<file path="src/rtl/div_ctrl_pkg.sv">
// Shared definitions for the divide controller and the EX stage that feeds it:
// FSM state encoding and the one-hot div_op bit positions.
package div_ctrl_pkg;

  localparam int DIV_OP_W  = 4;

  localparam int OP_DIV_W  = 0;
  localparam int OP_DIV_WU = 1;
  localparam int OP_MOD_W  = 2;
  localparam int OP_MOD_WU = 3;

  typedef enum logic [2:0] {
    ST_IDLE,
    ST_SEND,
    ST_WAIT,
    ST_DONE,
    ST_DRAIN
  } div_state_e;

  function automatic logic op_is_signed(input logic [DIV_OP_W-1:0] op);
    return op[OP_DIV_W] | op[OP_MOD_W];
  endfunction

endpackage

</file>
<file path="src/rtl/div_chan_send.sv">
// One AXI-stream operand channel towards the divider IP: tvalid is held until
// the handshake, then a sticky flag keeps the channel quiet for the rest of the op.
module div_chan_send (
  input  logic clk,
  input  logic rst_n,
  input  logic clear,
  input  logic active,
  input  logic tready,
  output logic tvalid,
  output logic sent,
  output logic fire
);

  logic sent_q;

  assign tvalid = active & ~sent_q;
  assign fire   = tvalid & tready;
  assign sent   = sent_q;

  always_ff @(posedge clk or negedge rst_n) begin
    if (!rst_n) begin
      sent_q <= 1'b0;
    end else if (clear) begin
      sent_q <= 1'b0;
    end else if (fire) begin
      sent_q <= 1'b1;
    end
  end

endmodule

</file>
<file path="src/rtl/div_ctrl.sv">
// Divide controller: pushes one divide op through the signed or unsigned
// divider IP and holds the selected quotient/remainder for the MEM stage.
module div_ctrl
  import div_ctrl_pkg::*;
#(
  parameter int DW = 32
) (
  input  logic              clk,
  input  logic              resetn,

  input  logic              req_valid,
  output logic              req_ready,
  input  logic [DIV_OP_W-1:0] div_op,
  input  logic [DW-1:0]     src1,
  input  logic [DW-1:0]     src2,
  input  logic              flush,

  output logic              sdvd_tvalid,
  input  logic              sdvd_tready,
  output logic [DW-1:0]     sdvd_tdata,
  output logic              sdvr_tvalid,
  input  logic              sdvr_tready,
  output logic [DW-1:0]     sdvr_tdata,

  output logic              udvd_tvalid,
  input  logic              udvd_tready,
  output logic [DW-1:0]     udvd_tdata,
  output logic              udvr_tvalid,
  input  logic              udvr_tready,
  output logic [DW-1:0]     udvr_tdata,

  input  logic              sdout_tvalid,
  input  logic [2*DW-1:0]   sdout_tdata,
  input  logic              udout_tvalid,
  input  logic [2*DW-1:0]   udout_tdata,

  output logic              res_valid,
  input  logic              res_ready,
  output logic [DW-1:0]     res_data,
  output logic              busy
);

  div_state_e          state;
  div_state_e          state_nxt;

  logic [DIV_OP_W-1:0] op_q;
  logic [DW-1:0]       src1_q;
  logic [DW-1:0]       src2_q;
  logic [DW-1:0]       res_data_q;
  logic                flushed_q;

  logic                accept;
  logic                capture;
  logic                in_send;
  logic                use_signed;
  logic                is_div;
  logic                is_mod;

  logic                dvd_tvalid;
  logic                dvd_tready;
  logic                dvd_sent;
  logic                dvd_fire;
  logic                dvr_tvalid;
  logic                dvr_tready;
  logic                dvr_sent;
  logic                dvr_fire;
  logic                dvd_done;
  logic                dvr_done;

  logic                dout_valid;
  logic [2*DW-1:0]     dout_data;
  logic [DW-1:0]       dout_sel;

  assign use_signed = op_is_signed(op_q);
  assign is_div     = op_q[OP_DIV_W] | op_q[OP_DIV_WU];
  assign is_mod     = op_q[OP_MOD_W] | op_q[OP_MOD_WU];

  assign in_send    = (state == ST_SEND);
  assign req_ready  = (state == ST_IDLE) & ~flush;
  assign accept     = req_valid & req_ready;

  assign dvd_tready = use_signed ? sdvd_tready : udvd_tready;
  assign dvr_tready = use_signed ? sdvr_tready : udvr_tready;

  div_chan_send u_dvd (
    .clk    (clk),
    .rst_n  (resetn),
    .clear  (accept),
    .active (in_send),
    .tready (dvd_tready),
    .tvalid (dvd_tvalid),
    .sent   (dvd_sent),
    .fire   (dvd_fire)
  );

  div_chan_send u_dvr (
    .clk    (clk),
    .rst_n  (resetn),
    .clear  (accept),
    .active (in_send),
    .tready (dvr_tready),
    .tvalid (dvr_tvalid),
    .sent   (dvr_sent),
    .fire   (dvr_fire)
  );

  // A handshake in the current cycle counts as sent, so WAIT/DRAIN is reached
  // in the same cycle as the last channel completes.
  assign dvd_done = dvd_sent | dvd_fire;
  assign dvr_done = dvr_sent | dvr_fire;

  assign sdvd_tvalid = dvd_tvalid & use_signed;
  assign sdvr_tvalid = dvr_tvalid & use_signed;
  assign udvd_tvalid = dvd_tvalid & ~use_signed;
  assign udvr_tvalid = dvr_tvalid & ~use_signed;

  assign sdvd_tdata  = src1_q;
  assign sdvr_tdata  = src2_q;
  assign udvd_tdata  = src1_q;
  assign udvr_tdata  = src2_q;

  assign dout_valid = use_signed ? sdout_tvalid : udout_tvalid;
  assign dout_data  = use_signed ? sdout_tdata  : udout_tdata;
  assign dout_sel   = is_div ? dout_data[2*DW-1:DW] :
                      (is_mod ? dout_data[DW-1:0] : '0);

  assign res_valid  = (state == ST_DONE);
  assign res_data   = res_data_q;
  assign busy       = (state != ST_IDLE);

  always_ff @(posedge clk or negedge resetn) begin
    if (!resetn) begin
      state <= ST_IDLE;
    end else begin
      state <= state_nxt;
    end
  end

  // A flush never abandons a partly sent op: the IP would pair the orphan
  // operand with the next op's, so SEND finishes and the result is drained.
  always_comb begin
    state_nxt = state;
    capture   = 1'b0;
    unique case (state)
      ST_IDLE: begin
        if (accept) begin
          state_nxt = ST_SEND;
        end
      end
      ST_SEND: begin
        if (dvd_done && dvr_done) begin
          state_nxt = (flush || flushed_q) ? ST_DRAIN : ST_WAIT;
        end else if (flush && !dvd_done && !dvr_done) begin
          state_nxt = ST_IDLE;
        end
      end
      ST_WAIT: begin
        if (dout_valid) begin
          if (flush) begin
            state_nxt = ST_IDLE;
          end else begin
            capture   = 1'b1;
            state_nxt = ST_DONE;
          end
        end else if (flush) begin
          state_nxt = ST_DRAIN;
        end
      end
      ST_DONE: begin
        if (flush || res_ready) begin
          state_nxt = ST_IDLE;
        end
      end
      ST_DRAIN: begin
        if (dout_valid) begin
          state_nxt = ST_IDLE;
        end
      end
      default: begin
        state_nxt = ST_IDLE;
      end
    endcase
  end

  always_ff @(posedge clk or negedge resetn) begin
    if (!resetn) begin
      op_q   <= '0;
      src1_q <= '0;
      src2_q <= '0;
    end else if (accept) begin
      op_q   <= div_op;
      src1_q <= src1;
      src2_q <= src2;
    end
  end

  always_ff @(posedge clk or negedge resetn) begin
    if (!resetn) begin
      flushed_q <= 1'b0;
    end else if (accept) begin
      flushed_q <= 1'b0;
    end else if (in_send && flush) begin
      flushed_q <= 1'b1;
    end
  end

  always_ff @(posedge clk or negedge resetn) begin
    if (!resetn) begin
      res_data_q <= '0;
    end else if (capture) begin
      res_data_q <= dout_sel;
    end
  end

endmodule
</file>
<file path="config.mk">
export PLATFORM = sky130hd
export DESIGN_NAME = div_ctrl
export DESIGN_NICKNAME = d
export VERILOG_FILES = /design/src/rtl/div_ctrl_pkg.sv /design/src/rtl/div_chan_send.sv /design/src/rtl/div_ctrl.sv
export SDC_FILE = /design/constraint.sdc
export NUM_CORES = 1
export LEC_CHECK = 0
export ABC_AREA = 1
export ABC_CLOCK_PERIOD_IN_PS = 3200
export CORE_AREA = 2 2 146 148
export CTS_BUF_LIST = sky130_fd_sc_hd__clkbuf_2
export CTS_CLUSTER_DIAMETER = 40
export DETAILED_ROUTE_END_ITERATION = 6
export DIE_AREA = 0 0 148 150
export PLACE_DENSITY = 0.69
export SYNTH_ARGS = -nofsm -noshare
export SYNTH_HDL_FRONTEND = slang
export SYNTH_HIERARCHICAL = 1
export SYNTH_SLANG_ARGS = --single-unit
export TNS_END_PERCENT = 30
</file>
<file path="constraint.sdc">
create_clock -name clk -period 3.2 [get_ports clk]
set_clock_uncertainty 0.15 [all_clocks]
set_input_delay 0.96 -clock clk [delete_from_list [all_inputs] [get_ports clk]]
set_output_delay 0.96 -clock clk [all_outputs]
set_load 0.005 [all_outputs]
</file>
Yosys cells after proc, flatten, opt, wreduce, memory -nomap -nowiden. Index checks and enable logic that the tools add are counted.

Eq/ne operators: 9. Bitwise logic cells: 19. Reductions and logical operators: 14. Multiplexer cells: 25.

Operators by type and width (number): $mux 32 (2); $mux 64 (1); $mux 3 (8); $pmux 3 s5 (1); $mux 1 (12); $and 1x1->1 (10); $eq 3x2->1 const B (2); $reduce_bool 2->1 (3); $or 1x1->1 (5); $reduce_and 5->1 (1); $logic_and 1x1->1 (4); $ne 2x2->1 const B (2); $not 1->1 (4); $eq 3x1->1 const B (1); $eq 3x3->1 const B (1); $logic_not 3->1 (1); $ne 3x1->1 const B (1); $ne 3x3->1 const B (1); $reduce_bool 3->1 (1); $logic_not 1->1 (2); $logic_or 1x1->1 (2); $mux 2 (1); $ne 2x1->1 const B (1).

Register bits after elaboration: 106. Output and inout port bits: 167. Logic and storage cells: 75. Input bits: 207.

Longest topological paths before layout.
Depth after elaboration: 10. Depth in mapped cells: 16. Gate-level depth less buffers: 14.

Modules after synthesis. The synthesis kept the hierarchy.

By module, submodules not included: div_ctrl (cells an instance 749, seq. area each 2602.5 µm², times used 1, area an instance 5715.5 µm²); div_chan_send (cells an instance 6, seq. area each 25.0 µm², times used 2, area an instance 53.8 µm²).

Worst setup path after synthesis. No wires, ideal clock.

Path kind: reg2out. Start: register state[2]. End: output sdvd_tvalid. Buffers on the path: 0. Cell stages (with the launch flop): 8. Path slack: 0.968 ns. Required time: 2.090 ns. Arrival time: 1.122 ns. Path through: dfrtp_1 > inv_1 > nand2_1 > nor2_1 > inv_1 > nor2_1 > inv_1 > nor2_1.

Longest elaborated chain between the ends: 3.

Ends and longest elaborated chain: start: declaration (RTL line div_ctrl.sv:43) `div_state_e state;`; start signal: assignment (RTL line div_ctrl.sv:135) `state <= state_nxt;`; $eq 3x1->1 (RTL line div_ctrl.sv:78) `assign in_send = (state == ST_SEND);`; net in_send (RTL line div_ctrl.sv:54) `logic in_send;`; $and 1x1->1 (RTL line div_chan_send.sv:16) `assign tvalid = active & ~sent_q;`; net dvd_tvalid (RTL line div_ctrl.sv:59) `logic dvd_tvalid;`; $and 1x1->1 (RTL line div_ctrl.sv:112) `assign sdvd_tvalid = dvd_tvalid & use_signed;`; end: declaration (RTL line div_ctrl.sv:18) `output logic sdvd_tvalid,`.

The timed path passes the listed nets, and every way through them passes these cells.

Worst setup path after layout.
Start: register state[2]. End: output udvr_tvalid.

Longest elaborated chain between the ends: 3.

Ends and longest elaborated chain: $eq 3x1->1 (RTL line div_ctrl.sv:78); net in_send (RTL line div_ctrl.sv:54); $and 1x1->1 (RTL line div_chan_send.sv:16); net dvr_tvalid (RTL line div_ctrl.sv:63) `logic dvr_tvalid;`; $and 1x1->1 (RTL line div_ctrl.sv:115) `assign udvr_tvalid = dvr_tvalid & ~use_signed;`; end: declaration (RTL line div_ctrl.sv:28) `output logic udvr_tvalid,`.

The timed path passes the listed nets, and every way through them passes these cells.

==> results.json <==
{
  "drive_gt1_share_pct": 5.00,
  "cap_violations": 0,
  "multiInputGateArea_um2": 2310,
  "yosysWarnings": 6,
  "synth_seq_cells": 106,
  "die_w_um": 148,
  "track_usage_pct": 17.6,
  "io_pins": 374,
  "io_buffers": 373,
  "via_count": 5832,
  "yosysTopAreaCell": "dfrtp_1",
  "grt_overflow": 0,
  "powerDensity_nw_per_um2": 838,
  "clockBufferDepth": 2,
  "gp_congestion": 0.857,
  "cts_sinks": 106,
  "yosys-top-cells-area": "dfrtp_1 46%, nand2_1 20%, buf_4 8.5%",
  "timing.critical_path.buf_inv": 4,
  "fmax_mhz": 334,
  "synth_top_cell_area_share_pct": 45.6,
  "area_delta_synth_final_pct": 61.6,
  "crit_type": "register to output pin",
  "hold_violations": 0,
  "maxSlewHeadroom_pct": 61.9,
  "holdCritPathClass": "register to register",
  "synth.avg_cell_area_um2": 7.65,
  "worstSetupStartpointType": "register",
  "final_common_cell": "clkdlybuf4s50_1",
  "worst_slack_ns": 0.205,
  "synthesis.area_um2": 5820,
  "drc": 0,
  "finalSetupViolations": 0,
  "nFillCells": 2115,
  "p_total_mw": 7.88,
  "critPathTopFamily": "flip-flops",
  "dr.pass1.iters": 4,
  "postRouteAntennaNets": 0,
  "cp.depth": 8,
  "slowest_stage": "dfrtp_1",
  "worstPathCellList": "inv_2, nand2_2, nor2_4, inv_1, nor2_1, inv_1, nor2_1, dlygate4sd2_1",
  "htreeDepth": 3,
  "p_leak_nw": 4.28,
  "core_um2": 20700,
  "grt_pass1_vias": 5656,
  "final_net_count": 1263,
  "place_ws_ns": -0.0455,
  "seq_area_frac_synth_pct": 45.6,
  "drtIter0Drc": 312,
  "synth_cells": 761,
  "final_cell_mix": "367 x clkdlybuf4s50_1, 316 x nand2_1, 106 x dfrtp_1, 69 x o21ai_0, 50 x nor2_1",
  "rsz0062_at_grt": "no",
  "num_rows": 53,
  "synth.distinct_cells": 25,
  "seqCellArea_um2": 2650,
  "status": "complete, no violations",
  "period_share_pct": 93.6,
  "period_needed_ns": 2.99,
  "cp-end-kind": "output pin",
  "cts.clk_slew.worst_paths_ns": 0.30,
  "initial_utilization_pct": 28.1,
  "grt_max_degree": 66,
  "die-area_um2": 22200,
  "vias_per_cell": 4.36,
  "clock_latency_ns": 0.61,
  "required_ns": 2.09,
  "grt_pass1_wl_um": 30800,
  "wl_per_cell_um": 14.9,
  "cts_tree": "done",
  "drv_slew": 0,
  "grt_antenna_before_repair": 1,
  "totalWireLength_um": 20000,
  "fin_util_pct": 45.5,
  "hpwl_um": 15100,
  "critPathMaxFanout": 4,
  "reg2regPathDepth": 10,
  "syn-num-nets": 968,
  "cts_made_buffers": 9,
  "max_stage_delay_ns": 0.46,
  "hold_depth": 2,
  "root_buffer": "clkbuf_2",
  "die_h_um": 150,
  "peakVddDrop_mv": 0.511,
  "worst_pin_slew_ns": 0.572,
  "arrival_ns": 1.88
}
state kept, by name, indices dropped and copies added, names as in the netlist:
signal and count:
sdvr_tdata 32, state 3, u_dvd/sent 1, op_q 4, u_dvr/sent 1, sdvd_tdata 32
res_data 32, flushed_q 1
final timing paths:
kind	startpoint	end	slack, ns
max	state[2]$_DFFE_PN0P_	udvr_tvalid	0.21
min	res_data[28]$_DFFE_PN0P_	res_data[28]$_DFFE_PN0P_	0.37
max reg2reg	op_q[0]$_DFFE_PN0P_	res_data[13]$_DFFE_PN0P_	0.83
min reg2reg	res_data[28]$_DFFE_PN0P_	res_data[28]$_DFFE_PN0P_	0.37
max in group asynchronous	resetn	state[0]$_DFFE_PN0P_	1.69
min in group asynchronous	resetn	res_data[9]$_DFFE_PN0P_	0.57
logic make-up (layout without fill, tap and decap cells):
family                 Yosys count  count (layout)  synth area share, %
AO/OA/AOI/OAI                  139             139                 13.4
AND/OR/NAND/NOR                388             388                 26.1
flip-flops                     106             106                 45.6
other                            0               1                    0
buffers and inverters          128             428                 14.9
power by group:
part	switching [mW]	internal [mW]	leakage (nW)
registers	0.506	1.97	1.36
logic	2.10	2.65	2.85
clock network	0.521	0.135	0.0749
total	3.13	4.76	4.28
through the flow:
step	instances	hold slack (ns)	TNS, ns	instance area, um^2
5_1_grt	1337	0.389	0	9410
2_1_floorplan	761	0.307	0	5820
3_3_place_gp	1318	0.311	-0.0485	9270
3_5_place_dp	1318	0.314	-0.0455	9270
4_1_cts	1336	0.376	0	9410
6_report	1337	0.372	0	9410
what timing repair did:
action / in CTS / in global routing
hold buffers: 1 / 0
endpoints found under the setup margin: 5 / 4
gates resized for setup: 8 / 5
setup buffers: 1 / 0
endpoints found under the hold margin: 14 / 0
pin swaps: 1 / 1
cell type report:
class / count / share of cell area, %
clock inverter: 7 / 0.838
timing repair buffer: 388 / 41.3
antenna: 1 / 0.0266
multi-input combinational: 527 / 24.6
clock buffer: 9 / 0.479
tap: 275 / 3.66
sequential: 106 / 28.2
inverter: 24 / 0.984
worst min-delay path, delay by kind of cell, from the launching register on:
family           cells  cell delay [ns]
flip-flops           1             0.42
AND/OR/NAND/NOR      2             0.10
cells in the mapped netlist:
| master | count |
|---|---|
| a21oi_1 | 3 |
| a21oi_2 | 1 |
| buf_1 | 1 |
| buf_2 | 14 |
| buf_4 | 66 |
| buf_6 | 16 |
| clkbuf_1 | 6 |
| clkbuf_2 | 1 |
| dfrtp_1 | 106 |
| inv_1 | 20 |
| inv_2 | 3 |
| inv_4 | 1 |
| nand2_1 | 317 |
| nand2_2 | 5 |
| nand3_1 | 5 |
| nand4_1 | 2 |
| nor2_1 | 51 |
| nor2_2 | 1 |
| nor2_4 | 2 |
| nor3_1 | 1 |
| nor3b_2 | 2 |
| o21a_1 | 32 |
| o21ai_0 | 69 |
| o21ai_1 | 34 |
| or2_2 | 2 |
per-layer routing:
layer	up-vias	routed length, um	global-route usage, %
met5	-	0	0
met4	0	467	5.81
met3	28	1080	4.02
met2	198	10000	29.9
met1	2695	8410	22.2
li1	2911	-	-
No activity file was read; power rests on OpenSTA's default activity.
